$ cat src/rtl/decode_stage_pipe_pkg.sv
// Shared decode definitions: RV32I opcodes, BUBBLE, scoreboard entry.
// Imported by decode_stage_pipe and decode_fwd_mux.
package utils_top;

  localparam logic [6:0] OP_LUI    = 7'b0110111;
  localparam logic [6:0] OP_AUIPC  = 7'b0010111;
  localparam logic [6:0] OP_JAL    = 7'b1101111;
  localparam logic [6:0] OP_JALR   = 7'b1100111;
  localparam logic [6:0] OP_BRANCH = 7'b1100011;
  localparam logic [6:0] OP_LOAD   = 7'b0000011;
  localparam logic [6:0] OP_STORE  = 7'b0100011;
  localparam logic [6:0] OP_IMM    = 7'b0010011;
  localparam logic [6:0] OP_RR     = 7'b0110011;

  localparam logic [31:0] BUBBLE = 32'h0000_0013;

  typedef struct packed {
    logic [4:0] dst;
    logic [2:0] cnt;
  } sb_t;

endpackage

$ cat src/rtl/decode_stage_pipe_fwd_mux.sv
// Priority forwarding mux: lowest-index matching source wins, x0 reads 0.
// Ports: rs/re select, rf_dat fallback, fwd_we/fwd_dst/fwd_dat buses, dat out.
module decode_fwd_mux
  import utils_top::*;
#(
  parameter int XLEN    = 32,
  parameter int NUM_FWD = 3
) (
  input  logic [4:0]              rs,
  input  logic                    re,
  input  logic [XLEN-1:0]         rf_dat,
  input  logic [NUM_FWD-1:0]      fwd_we,
  input  logic [5*NUM_FWD-1:0]    fwd_dst,
  input  logic [XLEN*NUM_FWD-1:0] fwd_dat,
  output logic [XLEN-1:0]         dat
);

  logic hit;

  always_comb begin
    dat = rf_dat;
    hit = 1'b0;
    for (int i = 0; i < NUM_FWD; i++) begin
      if (!hit && re && fwd_we[i] &&
          fwd_dst[5*i +: 5] == rs) begin
        hit = 1'b1;
        dat = fwd_dat[XLEN*i +: XLEN];
      end
    end
    if (rs == 5'd0) dat = '0;
  end

endmodule

$ cat src/rtl/decode_stage_pipe.sv
// Registered decode stage: immediates, forwarding, load-use interlock, flush.
// Ports: fetch in_* / execute out_* handshakes, rf_*, fwd_*, flush, perf_cnt.
// Option: DECODE_PERF_CNT_EN enables the saturating interlock-stall counter.
module decode_stage_pipe
  import utils_top::*;
#(
  parameter int XLEN     = 32,
  parameter int NUM_FWD  = 3,
  parameter int LOAD_LAT = 1
) (
  input  logic                    clk,
  input  logic                    rst,
  input  logic                    in_vld,
  output logic                    in_rdy,
  input  logic [31:0]             in_inst,
  input  logic [XLEN-1:0]         in_pc,
  output logic [4:0]              rf_rs1,
  output logic [4:0]              rf_rs2,
  input  logic [XLEN-1:0]         rf_rd1,
  input  logic [XLEN-1:0]         rf_rd2,
  input  logic [NUM_FWD-1:0]      fwd_we,
  input  logic [5*NUM_FWD-1:0]    fwd_dst,
  input  logic [XLEN*NUM_FWD-1:0] fwd_dat,
  input  logic                    flush,
  output logic                    out_vld,
  input  logic                    out_rdy,
  output logic [31:0]             out_inst,
  output logic [XLEN-1:0]         out_pc,
  output logic [XLEN-1:0]         out_dat_a,
  output logic [XLEN-1:0]         out_dat_b,
  output logic [XLEN-1:0]         out_rd2,
  output logic [31:0]             perf_cnt
);

  logic [6:0] opc;
  logic is_lui, is_auipc, is_jal, is_jalr;
  logic is_br, is_load, is_store, is_imm, is_rr;
  logic re1, re2;

  assign opc      = in_inst[6:0];
  assign is_lui   = opc == OP_LUI;
  assign is_auipc = opc == OP_AUIPC;
  assign is_jal   = opc == OP_JAL;
  assign is_jalr  = opc == OP_JALR;
  assign is_br    = opc == OP_BRANCH;
  assign is_load  = opc == OP_LOAD;
  assign is_store = opc == OP_STORE;
  assign is_imm   = opc == OP_IMM;
  assign is_rr    = opc == OP_RR;

  assign re1 = is_imm | is_rr | is_load |
               is_store | is_jalr | is_br;
  assign re2 = is_rr | is_store | is_br;

  assign rf_rs1 = in_inst[19:15];
  assign rf_rs2 = in_inst[24:20];

  logic [31:0] i_imm, s_imm, b_imm, u_imm, j_imm, imm32;

  assign i_imm = {{20{in_inst[31]}}, in_inst[31:20]};
  assign s_imm = {{20{in_inst[31]}}, in_inst[31:25],
                  in_inst[11:7]};
  assign b_imm = {{19{in_inst[31]}}, in_inst[31], in_inst[7],
                  in_inst[30:25], in_inst[11:8], 1'b0};
  assign u_imm = {in_inst[31:12], 12'h000};
  assign j_imm = {{11{in_inst[31]}}, in_inst[31],
                  in_inst[19:12], in_inst[20],
                  in_inst[30:21], 1'b0};

  always_comb begin
    imm32 = i_imm;
    unique case (1'b1)
      is_lui, is_auipc: imm32 = u_imm;
      is_store:         imm32 = s_imm;
      is_jal:           imm32 = j_imm;
      is_br:            imm32 = b_imm;
      default:          imm32 = i_imm;
    endcase
  end

  logic [XLEN-1:0] imm, i_ext, jalr_tgt;
  logic [XLEN-1:0] opa, opr2, opb;

  assign imm      = XLEN'($signed(imm32));
  assign i_ext    = XLEN'($signed(i_imm));
  assign jalr_tgt = in_pc + i_ext;

  decode_fwd_mux #(.XLEN(XLEN), .NUM_FWD(NUM_FWD)) u_fwd_a (
    .rs(rf_rs1), .re(re1), .rf_dat(rf_rd1),
    .fwd_we(fwd_we), .fwd_dst(fwd_dst),
    .fwd_dat(fwd_dat), .dat(opa)
  );

  decode_fwd_mux #(.XLEN(XLEN), .NUM_FWD(NUM_FWD)) u_fwd_b (
    .rs(rf_rs2), .re(re2), .rf_dat(rf_rd2),
    .fwd_we(fwd_we), .fwd_dst(fwd_dst),
    .fwd_dat(fwd_dat), .dat(opr2)
  );

  always_comb begin
    opb = imm;
    unique case (1'b1)
      is_jalr:       opb = jalr_tgt;
      is_rr | is_br: opb = opr2;
      default:       opb = imm;
    endcase
  end

  sb_t  sb;
  logic interlock, free, load_hs;

  assign interlock = in_vld && sb.cnt != 3'd0 &&
                     ((re1 && rf_rs1 == sb.dst) ||
                      (re2 && rf_rs2 == sb.dst));
  assign free   = !out_vld || out_rdy;
  assign in_rdy = flush || (free && !interlock);

  // A load becomes unforwardable the moment execute takes it.
  assign load_hs = out_vld && out_rdy &&
                   out_inst[6:0] == OP_LOAD &&
                   out_inst[11:7] != 5'd0;

  always_ff @(posedge clk) begin
    if (rst) begin
      sb <= '0;
    end else if (load_hs) begin
      sb.dst <= out_inst[11:7];
      sb.cnt <= 3'(LOAD_LAT);
    end else if (sb.cnt != 3'd0 && out_rdy) begin
      sb.cnt <= sb.cnt - 3'd1;
    end
  end

  always_ff @(posedge clk) begin
    if (rst) begin
      out_vld   <= 1'b0;
      out_inst  <= BUBBLE;
      out_pc    <= '0;
      out_dat_a <= '0;
      out_dat_b <= '0;
      out_rd2   <= '0;
    end else if (flush) begin
      out_vld  <= 1'b0;
      out_inst <= BUBBLE;
    end else if (free) begin
      if (in_vld && !interlock) begin
        out_vld   <= 1'b1;
        out_inst  <= in_inst;
        out_pc    <= in_pc;
        out_dat_a <= opa;
        out_dat_b <= opb;
        out_rd2   <= opr2;
      end else begin
        out_vld  <= 1'b0;
        out_inst <= BUBBLE;
      end
    end
  end

`ifdef DECODE_PERF_CNT_EN
  logic [31:0] perf_q;

  always_ff @(posedge clk) begin
    if (rst) begin
      perf_q <= '0;
    end else if (interlock && !flush &&
                 perf_q != 32'hFFFF_FFFF) begin
      perf_q <= perf_q + 32'd1;
    end
  end

  assign perf_cnt = perf_q;
`else
  assign perf_cnt = '0;
`endif

endmodule
$ cat config.mk
export PLATFORM = sky130hd
export DESIGN_NAME = decode_stage_pipe
export DESIGN_NICKNAME = d
export VERILOG_FILES = /design/src/rtl/decode_stage_pipe_pkg.sv /design/src/rtl/decode_stage_pipe_fwd_mux.sv /design/src/rtl/decode_stage_pipe.sv
export SDC_FILE = /design/constraint.sdc
export NUM_CORES = 1
export LEC_CHECK = 0
export ABC_AREA = 1
export BUFFER_PORTS_ARGS = -buffer_cell sky130_fd_sc_hd__buf_4
export CORE_AREA = 2 2 175 177
export CTS_CLUSTER_SIZE = 28
export DETAILED_ROUTE_END_ITERATION = 16
export DIE_AREA = 0 0 177 179
export GPL_TIMING_DRIVEN = 0
export PLACE_DENSITY = 0.7
export SLEW_MARGIN = 20
export SYNTH_ARGS = -nofsm -noshare
export SYNTH_HDL_FRONTEND = slang
export SYNTH_SLANG_ARGS = --single-unit
$ cat constraint.sdc
create_clock -name clk -period 2.78 [get_ports clk]
set_input_delay 0.556 -clock clk [delete_from_list [all_inputs] [get_ports clk]]
set_output_delay 0.556 -clock clk [all_outputs]
set_load 0.02 [all_outputs]
==> results.yml <==
timing:
  setup_violations: 0
  timing.final.crit_share: 0.9128
  setup_tns_ns: 0
  fmax_ghz: 0.3941
  rsz0062_at_grt: "false"
  maxSlewHeadroom: 0.4637
  tightest_slew_ns: 0.8044
  drv_slew: 0
  hold_viol_final: 0
  finalCriticalPeriod_ns: 2.537
  holdWs_ns: 0.3550
  skew_ns: 0.01340
setup_path:
  start_kind: "input port"
  r2r_end: "out_dat_b[12]$_SDFFE_PP0P_"
  path_common_cell: "nand2_1"
  endpoint: "out_dat_b[28]$_SDFFE_PP0P_"
  reg2reg_from: "sb[0]$_SDFFE_PP0P_"
  startpoint: "in_inst[21]"
  reg2reg_depth: 11
  r2r_slack_ns: 0.67
  cpMaxStageDelayCell: "clkbuf_1"
  crit_path_max_fanout: 10
  cpPeakStageDelay_ns: 0.30
  path_delay_family: "simple AND/OR/NAND/NOR gates"
  cp.depth: 16
  end_kind: "flop"
  critPathBufInv: 5
  path_class: "in2reg"
  cp.required_ns: 3.13
  path_cells: "buf_4 -> buf_4 -> inv_2 -> nand2_1 -> nand2_1 -> nor2_1 -> nand3_2 -> clkbuf_1 -> o21ai_0 -> nand2_1 -> nand2_1 -> nand3_1 -> nand3_1 -> nand3_1 -> nand2_1 -> inv_1"
  crit_arrival_ns: 2.88
cts:
  ctsResizeCount: 0
  hold_buffers: 0
  numCtsBuffers: 17
  clk_latency_ns: 0.45
  cts_tree: "built"
  clk_pin_slew_ns: 0.07
  cts.sinks: 169
  cts_buffer_depth: 2
  root_buffer: "clkbuf_16"
  cts.repair_timing.setup_buffer_count: 0
  htree_levels: 4
die:
  row_count: 64
  core-area_um2: 30030
  start_util: 0.4251
  dieHeight_um: 179
  die_w_um: 177
  fp.dieArea_um2: 31680
  design.portCount: 451
route:
  via_count: 16180
  wire_per_inst_um: 19.39
  firstDrtPassIters: 6
  drtIter0Drc: 1658
  vias_per_cell: 5.390
  route.detailed.drc: 0
  route.antenna.remaining_nets: 0
  wl_mm: 58.19
power:
  combPwrFrac: 0.297
  pwr-share-clk: 0.335
  netSwitchingPower_w: 0.002481
  p_sw_frac: 0.3435
  seq_power_share: 0.367
  p_int_w: 0.004743
  p_leak_nw: 8.393
  power.density_nw_per_um2: 423.3
  irDropWorstVdd_mv: 0.3916
run_status:
  outcome: "completed"
placement:
  routabilityCongestion: 1.070
  port_buffers: 414
  place_inst: 2968
  place_hpwl_mm: 48.55
  place_area_um2: 16490
logic_synthesis:
  ys_async_sr_fraction: 0
  ys_seq_elements: 169
  synth_cell_types: 47
  syn_area_per_cell_um2: 6.002
  syn_area_um2: 12770
  yosys_warnings: 0
  synth_edf_count: 0
  syn_inst: 2127
  synth_ff_type: "dfxtp_1"
  yosysSeqAreaShare: 0.2650
global_routing:
  antenna_found_initial: 1
  grt_util_all_layers: 0.3520
  grt_max_degree: 22
  first_global_vias: 14880
  grt_pass1_wl_mm: 84.47
  overflow: 0
finish:
  syn_to_final_growth_pct: 33.67
  final_nets: 2872
  instances_no_fill: 3001
  multi_input_area_um2: 7964
  fillers: 3100
  seq_area_um2: 3383
  drive_gt1_frac: 0.2389
  final_area_um2: 17060
worst_hold_path:
  hp-class: "in2reg"
job:
  maxCapViolCount: 0
[routing by layer]
layer  GRT usage  part of all wire  vias up
met5           0                 0        -
met4      0.2145             0.065        0
met3     0.05322             0.086      166
met2      0.5923              0.46      890
met1      0.4231              0.39     7308
li1            -                 -     7811
[power groups by stage]
stage,clock network (W),registers [W],logic [W]
detailed placement,0,0.00270,0.00210
CTS,0.00242,0.00265,0.00211
floorplan,0,0.00283,0.00103
global route,0.00252,0.00266,0.00232
global placement,0,0.00270,0.00206
finish,0.00242,0.00265,0.00215
[kinds of logic (layout without fill, tap and decap cells)]
family                   count (synthesis)  count (layout)  synth area share
AO/OA/AOI/OAI                          397             397            0.1618
XOR/XNOR                                25              25           0.01715
adder cells (fa/ha/maj)                 34              34           0.03391
buffers and inverters                  320             766            0.1203
flip-flops                             169             169            0.2650
other                                    1              33         0.0002937
AND/OR/NAND/NOR                       1181            1181            0.4015
[through the flow]
step / power [W] / setup WS [ns] / util
after floorplan: 0.003864 / 0.6291 / -
after global placement: 0.004766 / -0.005449 / 0.5490
after detailed placement: 0.004804 / -0.07503 / 0.5490
after CTS: 0.007182 / 0.3709 / 0.5682
after global routing: 0.007506 / 0.09682 / 0.5683
final: 0.007224 / 0.2425 / 0.5683
[area by class of cell]
| type | instances | share of cell area |
|---|---|---|
| antenna | 1 | 0.0001466 |
| buffer | 162 | 0.05521 |
| clock buffer | 23 | 0.02860 |
| clock inverter | 9 | 0.005133 |
| inverter | 158 | 0.03476 |
| multi-input combinational | 1669 | 0.4667 |
| sequential | 169 | 0.1983 |
| tap | 396 | 0.02904 |
| timing repair buffer | 414 | 0.1821 |
[state kept, by name, summed over array words and instances, names as in the netlist]
name and count:
out_dat_a 32, out_inst 32, out_pc 32, out_dat_b 32, sb 8, out_rd2 32, out_vld 1
[worst reg2reg max path, cell delays in order, from the launching register on]
cell	delay [ns]
dfxtp_1	0.32
inv_1	0.08
ha_1	0.18
ha_1	0.20
nor2_1	0.07
nand2_2	0.12
nand3_4	0.13
inv_2	0.16
buf_2	0.25
nand2_1	0.07
nor2_1	0.27
a21oi_1	0.12
[cell usage after synthesis, drive strengths merged (2+ instances only)]
master / n / share of area
nand2: 687 / 0.20
nand3: 217 / 0.087
a21oi: 208 / 0.082
dfxtp: 169 / 0.27
nor2: 166 / 0.052
o21ai: 161 / 0.063
inv: 157 / 0.046
buf: 120 / 0.061
nand4: 44 / 0.022
clkbuf: 42 / 0.012
ha: 33 / 0.032
nand3b: 31 / 0.018
or2: 21 / 0.010
xor2: 13 / 0.0089
xnor2: 12 / 0.0082
o21a: 11 / 0.0065
nor3: 10 / 0.0043
a21boi: 4 / 0.0024
o22ai: 4 / 0.0020
a21o: 2 / 0.0012
a31oi: 2 / 0.00098
and3: 2 / 0.00098
nor4: 2 / 0.00098
o211ai: 2 / 0.0016
[placed cells by master (no fill, tap or decap), types with 3 or more instances in the layout]
cell type	n
clkbuf_16	17
o21a_1	11
nand3_2	3
nor2_4	3
buf_4	477
buf_1	4
a21boi_0	4
clkbuf_8	4
buf_2	48
o22ai_1	4
dfxtp_1	169
or2_2	11
buf_6	5
clkinv_2	3
nor3_1	9
nand3_1	213
nor2_1	155
inv_1	136
clkbuf_1	44
inv_2	21
xnor2_1	12
o21ai_1	27
nand2_2	8
nor2_2	8
nand3b_1	31
ha_1	33
or2_1	10
a21oi_1	207
conb_1	32
xor2_1	13
nand4_1	43
nand2_1	677
o21ai_0	134
[worst min path at each step]
stage	start	to	slack, ns	depth (start not counted)
after floorplan	sb[0]$_SDFFE_PP0P_	sb[0]$_SDFFE_PP0P_	0.47	2
after CTS	in_inst[1]	out_inst[1]$_SDFFE_PP1N_	0.35	3
after global placement	out_dat_a[2]$_SDFFE_PP0P_	out_dat_a[2]$_SDFFE_PP0P_	0.45	2
final	in_inst[1]	out_inst[1]$_SDFFE_PP1N_	0.36	3
after global routing	in_inst[0]	out_inst[0]$_SDFFE_PP1N_	0.37	3
after detailed placement	out_dat_a[14]$_SDFFE_PP0P_	out_dat_a[14]$_SDFFE_PP0P_	0.46	2
(Power assumes the default switching activity.)
